`src/rtl/eater_pkg.sv`:
```
// Shared RAM geometry and loader state encoding for the 16x8 RAM subsystem.
package eater_pkg;

  localparam int unsigned RAM_DEPTH  = 16;
  localparam int unsigned RAM_ADDR_W = 4;
  localparam int unsigned BUS_W      = 8;

  typedef enum logic [2:0] {
    LD_IDLE      = 3'd0,
    LD_WAIT_BYTE = 3'd1,
    LD_SET_ADDR  = 3'd2,
    LD_WRITE     = 3'd3,
    LD_VERIFY    = 3'd4,
    LD_DONE      = 3'd5
  } ram_loader_state_e;

endpackage

```
`src/rtl/ram_loader.sv`:
```
// Program loader and RAM strobe arbiter: streams 16 bytes into RAM while the CPU is halted.
// Optional read-back check after each write is enabled by defining RAM_LOADER_VERIFY_EN.
module ram_loader
  import eater_pkg::*;
(
  input  logic             clk,
  input  logic             clear_n,
  input  logic             start,
  input  logic             in_valid,
  input  logic [BUS_W-1:0] in_data,
  output logic             in_ready,
  input  logic             cpu_load_address,
  input  logic             cpu_ram_in,
  input  logic             cpu_ram_out,
  output logic             load_address,
  output logic             ram_in,
  output logic             ram_out,
  input  logic [BUS_W-1:0] bus_in,
  output logic             bus_drive,
  output logic [BUS_W-1:0] bus_word,
  output logic             cpu_halt,
  output logic             busy,
  output logic             done,
  output logic             error
);

  localparam int unsigned DEPTH  = RAM_DEPTH;
  localparam int unsigned ADDR_W = RAM_ADDR_W;
  localparam int unsigned DATA_W = BUS_W;

  ram_loader_state_e   state_q, state_d;
  logic [ADDR_W-1:0]   addr_q, addr_d;
  logic [DATA_W-1:0]   data_q, data_d;
  logic                last_c;

  assign last_c = (addr_q == ADDR_W'(DEPTH - 1));

`ifdef RAM_LOADER_VERIFY_EN
  logic error_q, error_d;
  assign error = error_q;
`else
  logic unused_bus_in;
  assign unused_bus_in = ^bus_in;
  assign error = 1'b0;
`endif

  // Next-state and strobe decode; all loader outputs come from registered state only.
  always_comb begin
    state_d      = state_q;
    addr_d       = addr_q;
    data_d       = data_q;
`ifdef RAM_LOADER_VERIFY_EN
    error_d      = error_q;
`endif
    load_address = 1'b0;
    ram_in       = 1'b0;
    ram_out      = 1'b0;
    bus_drive    = 1'b0;
    bus_word     = '0;
    in_ready     = 1'b0;
    cpu_halt     = 1'b1;
    busy         = 1'b1;
    done         = 1'b0;

    unique case (state_q)
      LD_IDLE: begin
        load_address = cpu_load_address;
        ram_in       = cpu_ram_in;
        ram_out      = cpu_ram_out;
        cpu_halt     = 1'b0;
        busy         = 1'b0;
        if (start) begin
          addr_d  = '0;
`ifdef RAM_LOADER_VERIFY_EN
          error_d = 1'b0;
`endif
          state_d = LD_WAIT_BYTE;
        end
      end
      LD_WAIT_BYTE: begin
        in_ready = 1'b1;
        if (in_valid) begin
          data_d  = in_data;
          state_d = LD_SET_ADDR;
        end
      end
      LD_SET_ADDR: begin
        bus_drive    = 1'b1;
        bus_word     = DATA_W'(addr_q);
        load_address = 1'b1;
        state_d      = LD_WRITE;
      end
      LD_WRITE: begin
        bus_drive = 1'b1;
        bus_word  = data_q;
        ram_in    = 1'b1;
`ifdef RAM_LOADER_VERIFY_EN
        state_d   = LD_VERIFY;
`else
        if (last_c) begin
          state_d = LD_DONE;
        end else begin
          addr_d  = addr_q + ADDR_W'(1);
          state_d = LD_WAIT_BYTE;
        end
`endif
      end
`ifdef RAM_LOADER_VERIFY_EN
      LD_VERIFY: begin
        ram_out = 1'b1;
        if (bus_in != data_q) error_d = 1'b1;
        if (last_c) begin
          state_d = LD_DONE;
        end else begin
          addr_d  = addr_q + ADDR_W'(1);
          state_d = LD_WAIT_BYTE;
        end
      end
`endif
      LD_DONE: begin
        done    = 1'b1;
        state_d = LD_IDLE;
      end
      default: state_d = LD_IDLE;
    endcase
  end

  always_ff @(posedge clk or negedge clear_n) begin
    if (!clear_n) begin
      state_q <= LD_IDLE;
      addr_q  <= '0;
      data_q  <= '0;
`ifdef RAM_LOADER_VERIFY_EN
      error_q <= 1'b0;
`endif
    end else begin
      state_q <= state_d;
      addr_q  <= addr_d;
      data_q  <= data_d;
`ifdef RAM_LOADER_VERIFY_EN
      error_q <= error_d;
`endif
    end
  end

endmodule

```
`config.mk`:
```
export PLATFORM = sky130hd
export DESIGN_NAME = ram_loader
export DESIGN_NICKNAME = d
export VERILOG_FILES = /design/src/rtl/eater_pkg.sv /design/src/rtl/ram_loader.sv
export SDC_FILE = /design/constraint.sdc
export NUM_CORES = 1
export LEC_CHECK = 0
export CAP_MARGIN = 25
export CORE_MARGIN = 3
export CORE_UTILIZATION = 37
export DETAILED_ROUTE_END_ITERATION = 8
export PLACE_DENSITY = 0.83
export RECOVER_POWER = 25
export SLEW_MARGIN = 20
export SYNTH_ARGS = -nofsm -noshare
export SYNTH_HDL_FRONTEND = slang
export SYNTH_SLANG_ARGS = --single-unit
```
`constraint.sdc`:
```
create_clock -name clk -period 1.3 [get_ports clk]
set_input_delay 0.325 -clock clk [delete_from_list [all_inputs] [get_ports clk]]
set_output_delay 0.325 -clock clk [all_outputs]
set_load 0.01 [all_outputs]
```
==> results.json, run 1 <==
{
  "fmax_mhz": 575.8,
  "top_layer_used": "met4",
  "hold_depth": 1,
  "max_slew_margin_pct": 46.11,
  "hold_viol": 0,
  "synth_edf_count": 0,
  "gp_congestion": 0.8294,
  "yosysMostFrequentCell": "dfrtp_1",
  "syn_area_sq_um": 900.9,
  "rr_worst_depth": 5,
  "cp.arrival_ns": 1.41,
  "yosys_register_bits": 15,
  "place_ws_ns": -0.5362,
  "setup_viol": 29,
  "wl_met2_microns": 1440,
  "critPathMaxStageDelay_ns": 0.43,
  "die_area_sq_mm": 0.003063,
  "tritoncts": "yes",
  "cp_num_buf_inv": 2,
  "finalCritPeriodShare_pct": 133.6,
  "r2r_slack_ns": -0.27,
  "leakage_uw": 0.0006931,
  "row_count": 17,
  "drive_above_1_share_pct": 52.90,
  "num_io_pins": 40,
  "synth_top_area_cell": "dfrtp_1",
  "initialDrtViolationCount": 11,
  "synth.avg_cell_area_sq_um": 10.72,
  "crit_fanout": 4,
  "cts_buffers": 3,
  "netlist_top_cells_count": "15 x dfrtp_1, 8 x mux2_4, 6 x a21oi_1, 6 x nor2_1, 5 x and2_1",
  "cts_sinks": 15,
  "hpwl_microns": 1720,
  "dr.pass1.iters": 4,
  "cap_violations": 0,
  "ys_seq_area_share_pct": 41.67,
  "peakVddDrop_v": 0.001204,
  "cpMaxStageDelayCell": "dfrtp_1",
  "core_area_sq_mm": 0.002255,
  "grt_pass1_wl_microns": 4353,
  "die_height_microns": 55.35,
  "holdBufCountCts": 0,
  "hold_path_startpoint": "data_q[2]$_DFFE_PN0P_",
  "required_ns": 0.98,
  "initial_core_util_pct": 39.96,
  "antenna_left": 0,
  "powerDensity_mw_per_mm2": 2225,
  "r2r-end": "data_q[2]$_DFFE_PN0P_",
  "met3_wirelength_microns": 102,
  "num_vias": 860,
  "worstHoldEndpoint": "data_q[2]$_DFFE_PN0P_",
  "clockBufferDepth": 2,
  "grt_max_degree": 16,
  "violations": "setup timing",
  "drc_errors": 0,
  "worst_slack_ns": -0.4366,
  "slew_violations": 0,
  "grt_pass1_vias": 905,
  "fin_nets": 163,
  "wl_per_cell_microns": 15.51,
  "cts-root-buf": "clkbuf_4",
  "synth_async_sr_flop_share_pct": 100.0,
  "worst_pin_slew_ns": 0.8084,
  "grt_usage_pct": 17.73,
  "crit_family": "simple AND/OR/NAND/NOR gates",
  "synth_cell_types": 31,
  "outcome": "finished, violations left",
  "clk_pin_slew_ns": 0.09,
  "synth_area_leaders": "dfrtp_1 42%, mux2_4 13%, mux2i_1 4.4%",
  "routed_wl_microns": 2575,
  "ys.flop_type": "dfrtp_1",
  "m1WireLength_microns": 953,
  "hp-class": "flip-flop to flip-flop",
  "fin_cells": 166,
  "antenna_found_initial": 0,
  "critPathKind": "flip-flop to output port",
  "vias_per_cell": 5.181,
  "rsz0062_at_grt": "true",
  "yosysWarnings": 0,
  "h-tree-depth": 1,
  "dpl.cell_count": 154,
  "antenna_cells": 0,
  "yosysTopAreaCellShare_pct": 41.67,
  "syn_nets": 108,
  "overflow": 0,
  "syn_inst": 84,
  "cpMostUsedCell": "buf_6",
  "die_w_microns": 55.35,
  "io_buffers": 30,
  "crit_chain": "and3b_2 -> buf_6 -> and2_4 -> buf_6",
  "worst_clock_skew_ns": 0.008335,
  "insertion_delay_ns": 0.28,
  "worstSetupStartpointType": "flip-flop",
  "cp-end-kind": "output port",
  "finalCriticalPeriod_ns": 1.737,
  "rr_startpoint": "state_q[2]$_DFFE_PN0P_",
  "area_growth_pct": 59.72
}
==> layout make-up <==
cell class | instances | area, sq um
Fill cell | 183 | 815.8
Multi-Input combinational cell | 57 | 510.5
Timing Repair Buffer | 57 | 473.0
Sequential cell | 15 | 375.4
Tap cell | 28 | 35.03
Clock buffer | 4 | 26.28
Inverter | 5 | 18.77
==> registers in the layout (all words and copies together) (netlist names) <==
name,count
data_q,8
state_q,3
addr_q,4
==> routing by layer <==
layer  vias to the layer above  GRT usage, %
li1                        393             -
met1                       431         18.89
met2                        28         34.29
met3                         8         2.804
met4                         0         6.597
met5                         -             0
==> cell usage in the layout, fill, tap and decap left out, types with 2 or more instances in the layout <==
master and count:
and2_4 5, clkbuf_4 3, clkbuf_1 2, a21oi_2 2, nor2_1 4, dfrtp_1 15, buf_2 11, clkdlybuf4s50_1 14
mux2i_1 2, o21ai_1 2, nor2_2 2, mux2_4 8, nand3_1 3, a21oi_1 4, mux2i_2 2, inv_1 3
nand2_1 3, buf_4 20, buf_6 11, nand2b_1 2
==> kinds of logic (layout without fill, tap and decap cells) <==
group | count (synthesis) | count (layout) | share of synthesized area, %
AND/OR/NAND/NOR | 29 | 29 | 19.58
flip-flops | 15 | 15 | 41.67
AO/OA/AOI/OAI | 13 | 13 | 8.752
multiplexers | 13 | 13 | 19.03
buffers and inverters | 12 | 66 | 9.166
adder cells (fa/ha/maj) | 1 | 1 | 1.389
other | 1 | 1 | 0.4163
==> stage by stage <==
stage / hold slack (ns) / cell area, sq um / total power [uW] / utilization (%) / TNS (ns)
2_1_floorplan: 0.02941 / 917.1 / 1916 / - / -1.514
3_3_place_gp: 0.4953 / 1325 / 2612 / 58.77 / -9.770
3_5_place_dp: 0.5001 / 1325 / 2686 / 58.77 / -10.58
4_1_cts: 0.3461 / 1416 / 3090 / 62.82 / -7.314
5_1_grt: 0.5500 / 1439 / 3416 / 63.82 / -9.677
6_report: 0.5314 / 1439 / 3201 / 63.82 / -7.913
==> where the power goes <==
group / internal, uW / switching, uW / total (uW)
Clock: 119 / 150 / 269
Combinational: 1210 / 898 / 2110
Sequential: 673 / 150 / 823
Total: 2000 / 1200 / 3200
==> worst max-delay path by stage <==
stage | from | to | slack, ns | depth (start not counted)
CTS | state_q[2]$_DFFE_PN0P_ | bus_word[4] | -0.37 | 4
detailed placement | cpu_load_address | load_address | -0.54 | 4
floorplan | state_q[1]$_DFFE_PN0P_ | data_q[0]$_DFFE_PN0P_ | -0.14 | 5
finish | state_q[2]$_DFFE_PN0P_ | bus_word[7] | -0.44 | 4
global placement | cpu_load_address | load_address | -0.51 | 4
global route | state_q[2]$_DFFE_PN0P_ | bus_word[7] | -0.46 | 4
==> what timing repair did <==
item                       CTS  global route
pin swaps                   14             2
gates resized for setup     82             7
cloned                       0             0
setup endpoints to repair   29            29
setup buffers                9             0
(Power assumes the default switching activity.)
==> run 2, diff against run 1 <==
Settings changed: CTS_BUF_LIST set to sky130_fd_sc_hd__clkbuf_16.
==> run 2 against run 1 <==
  * The run still ends with setup timing left
  * Routed wire length is 8.2% higher
  * Fmax up 3.1%
  * Clock-buffer cell count is 1 lower
==> results.json, run 2 (synthesis results as in run 1) <==
{
  "finalCritPeriodShare_pct": 129.6,
  "grt_pass1_vias": 888,
  "powerDensity_mw_per_mm2": 2447,
  "initialDrtViolationCount": 15,
  "clk_pin_slew_ns": 0.05,
  "h-tree-depth": 1,
  "hpwl_microns": 1720,
  "core_area_sq_mm": 0.002255,
  "io_buffers": 30,
  "top_register": "data_q",
  "die_height_microns": 55.35,
  "top_layer_used": "met4",
  "tritoncts": "yes",
  "fmax_mhz": 593.8,
  "finalSetupTns_ns": -8.957,
  "initial_core_util_pct": 39.96,
  "grt_max_degree": 16,
  "insertion_delay_ns": 0.24,
  "fin_nets": 166,
  "hold_viol": 0,
  "violations": "setup timing",
  "gp_congestion": 0.8294,
  "worstSetupStartpointType": "flip-flop",
  "overflow": 0,
  "m1WireLength_microns": 1020,
  "rr_worst_depth": 6,
  "top_regs": "data_q x8, addr_q x4, state_q x3",
  "holdBufCountCts": 0,
  "cts_sinks": 15,
  "cts-root-buf": "clkbuf_16",
  "peakVddDrop_v": 0.001339,
  "clockBufferDepth": 2,
  "multi_input_area_sq_um": 533.0,
  "grt_usage_pct": 17.58,
  "drive_above_1_share_pct": 60.28,
  "endpoint": "bus_word[6]",
  "place_ws_ns": -0.5362,
  "leakage_uw": 0.0007505,
  "wl_per_cell_microns": 16.49,
  "slew_violations": 0,
  "routed_wl_microns": 2786,
  "met3_wirelength_microns": 80,
  "cts_buffers": 3,
  "cap_violations": 0,
  "cp-end-kind": "output port",
  "worst_clock_skew_ns": 0.002833,
  "die_area_sq_mm": 0.003063,
  "area_growth_pct": 76.11,
  "required_ns": 0.98,
  "die_w_microns": 55.35,
  "grt_pass1_wl_microns": 4271,
  "cp.arrival_ns": 1.36,
  "wl_met2_microns": 1665,
  "antenna_found_initial": 0,
  "antenna_cells": 0,
  "finalCriticalPeriod_ns": 1.684,
  "crit_path_start": "state_q[2]$_DFFE_PN0P_",
  "seq_area_sq_um": 377.9,
  "largest_reg_flops": 8,
  "rr_startpoint": "state_q[1]$_DFFE_PN0P_",
  "hp-class": "primary input to async pin",
  "drc_errors": 0,
  "worst_slack_ns": -0.3842,
  "r2r_slack_ns": -0.36,
  "num_vias": 847,
  "rsz0062_at_grt": "true",
  "r2r-end": "addr_q[0]$_DFFE_PN0P_",
  "setup_viol": 29,
  "num_io_pins": 40,
  "outcome": "finished, violations left",
  "fillers": 154,
  "dr.pass1.iters": 4,
  "row_count": 17,
  "layout_common_cells": "20 x buf_6, 18 x buf_4, 13 x dfrtp_1, 13 x clkdlybuf4s50_1, 8 x mux2_4",
  "crit_fanout": 4,
  "antenna_left": 0,
  "critPathKind": "flip-flop to output port",
  "vias_per_cell": 5.012,
  "final_common_cell": "buf_6"
}
-- run 2: critical path, cell delays in order, from the launching register on --
cell and delay, ns:
dfrtp_2 0.44, and3b_2 0.33, buf_6 0.12, and2_4 0.13, buf_6 0.09
-- run 2: worst min-delay path by stage --
stage                                  to  slack, ns  cells past startpoint
floorplan           addr_q[0]$_DFFE_PN0P_       0.03                      0
global placement    data_q[7]$_DFFE_PN0P_       0.50                      1
detailed placement  data_q[5]$_DFFE_PN0P_       0.50                      1
CTS                 data_q[4]$_DFFE_PN0P_       0.40                      2
global route        data_q[7]$_DFFE_PN0P_       0.54                      1
finish              data_q[6]$_DFFE_PN0P_       0.52                      2
-- run 2: what timing repair did --
action | 4_1_cts | 5_1_grt
endpoints found under the setup margin | 29 | 29
gates resized for setup | 93 | 17
hold endpoints to repair | 0 | 0
setup buffers | 10 | 3
pin swaps | 17 | 4
-- run 2: metrics by stage --
stage	hold WS (ns)	cell area, sq um	total power [uW]	cells	utilization [%]
6_report	0.5227	1587	3882	169	70.37
5_1_grt	0.5356	1587	4081	169	70.37
3_3_place_gp	0.4953	1325	2612	154	58.77
2_1_floorplan	0.02941	917.1	1916	84	-
3_5_place_dp	0.5001	1325	2686	154	58.77
4_1_cts	0.4017	1509	3571	167	66.93
-- run 2: final cells by class --
cell class	count	area share (%)
Clock buffer	3	4.732
Inverter	5	1.341
Timing Repair Buffer	60	34.07
Sequential cell	15	23.82
Multi-Input combinational cell	57	33.60
Tap cell	28	2.208
Clock inverter	1	0.2366
-- run 2: layer usage --
| metal | track usage, % | vias up |
|---|---|---|
| met3 | 3.037 | 2 |
| met2 | 33.61 | 19 |
| li1 | - | 398 |
| met5 | 0 | - |
| met1 | 19.15 | 428 |
| met4 | 5.903 | 0 |
-- run 2: report_power, final --
| part | leakage (uW) | internal, uW | switching [uW] | total [uW] |
|---|---|---|---|---|
| Combinational | 0.000527 | 1430 | 1020 | 2450 |
| Clock | 0.0000423 | 406 | 173 | 579 |
| Sequential | 0.000181 | 679 | 172 | 851 |
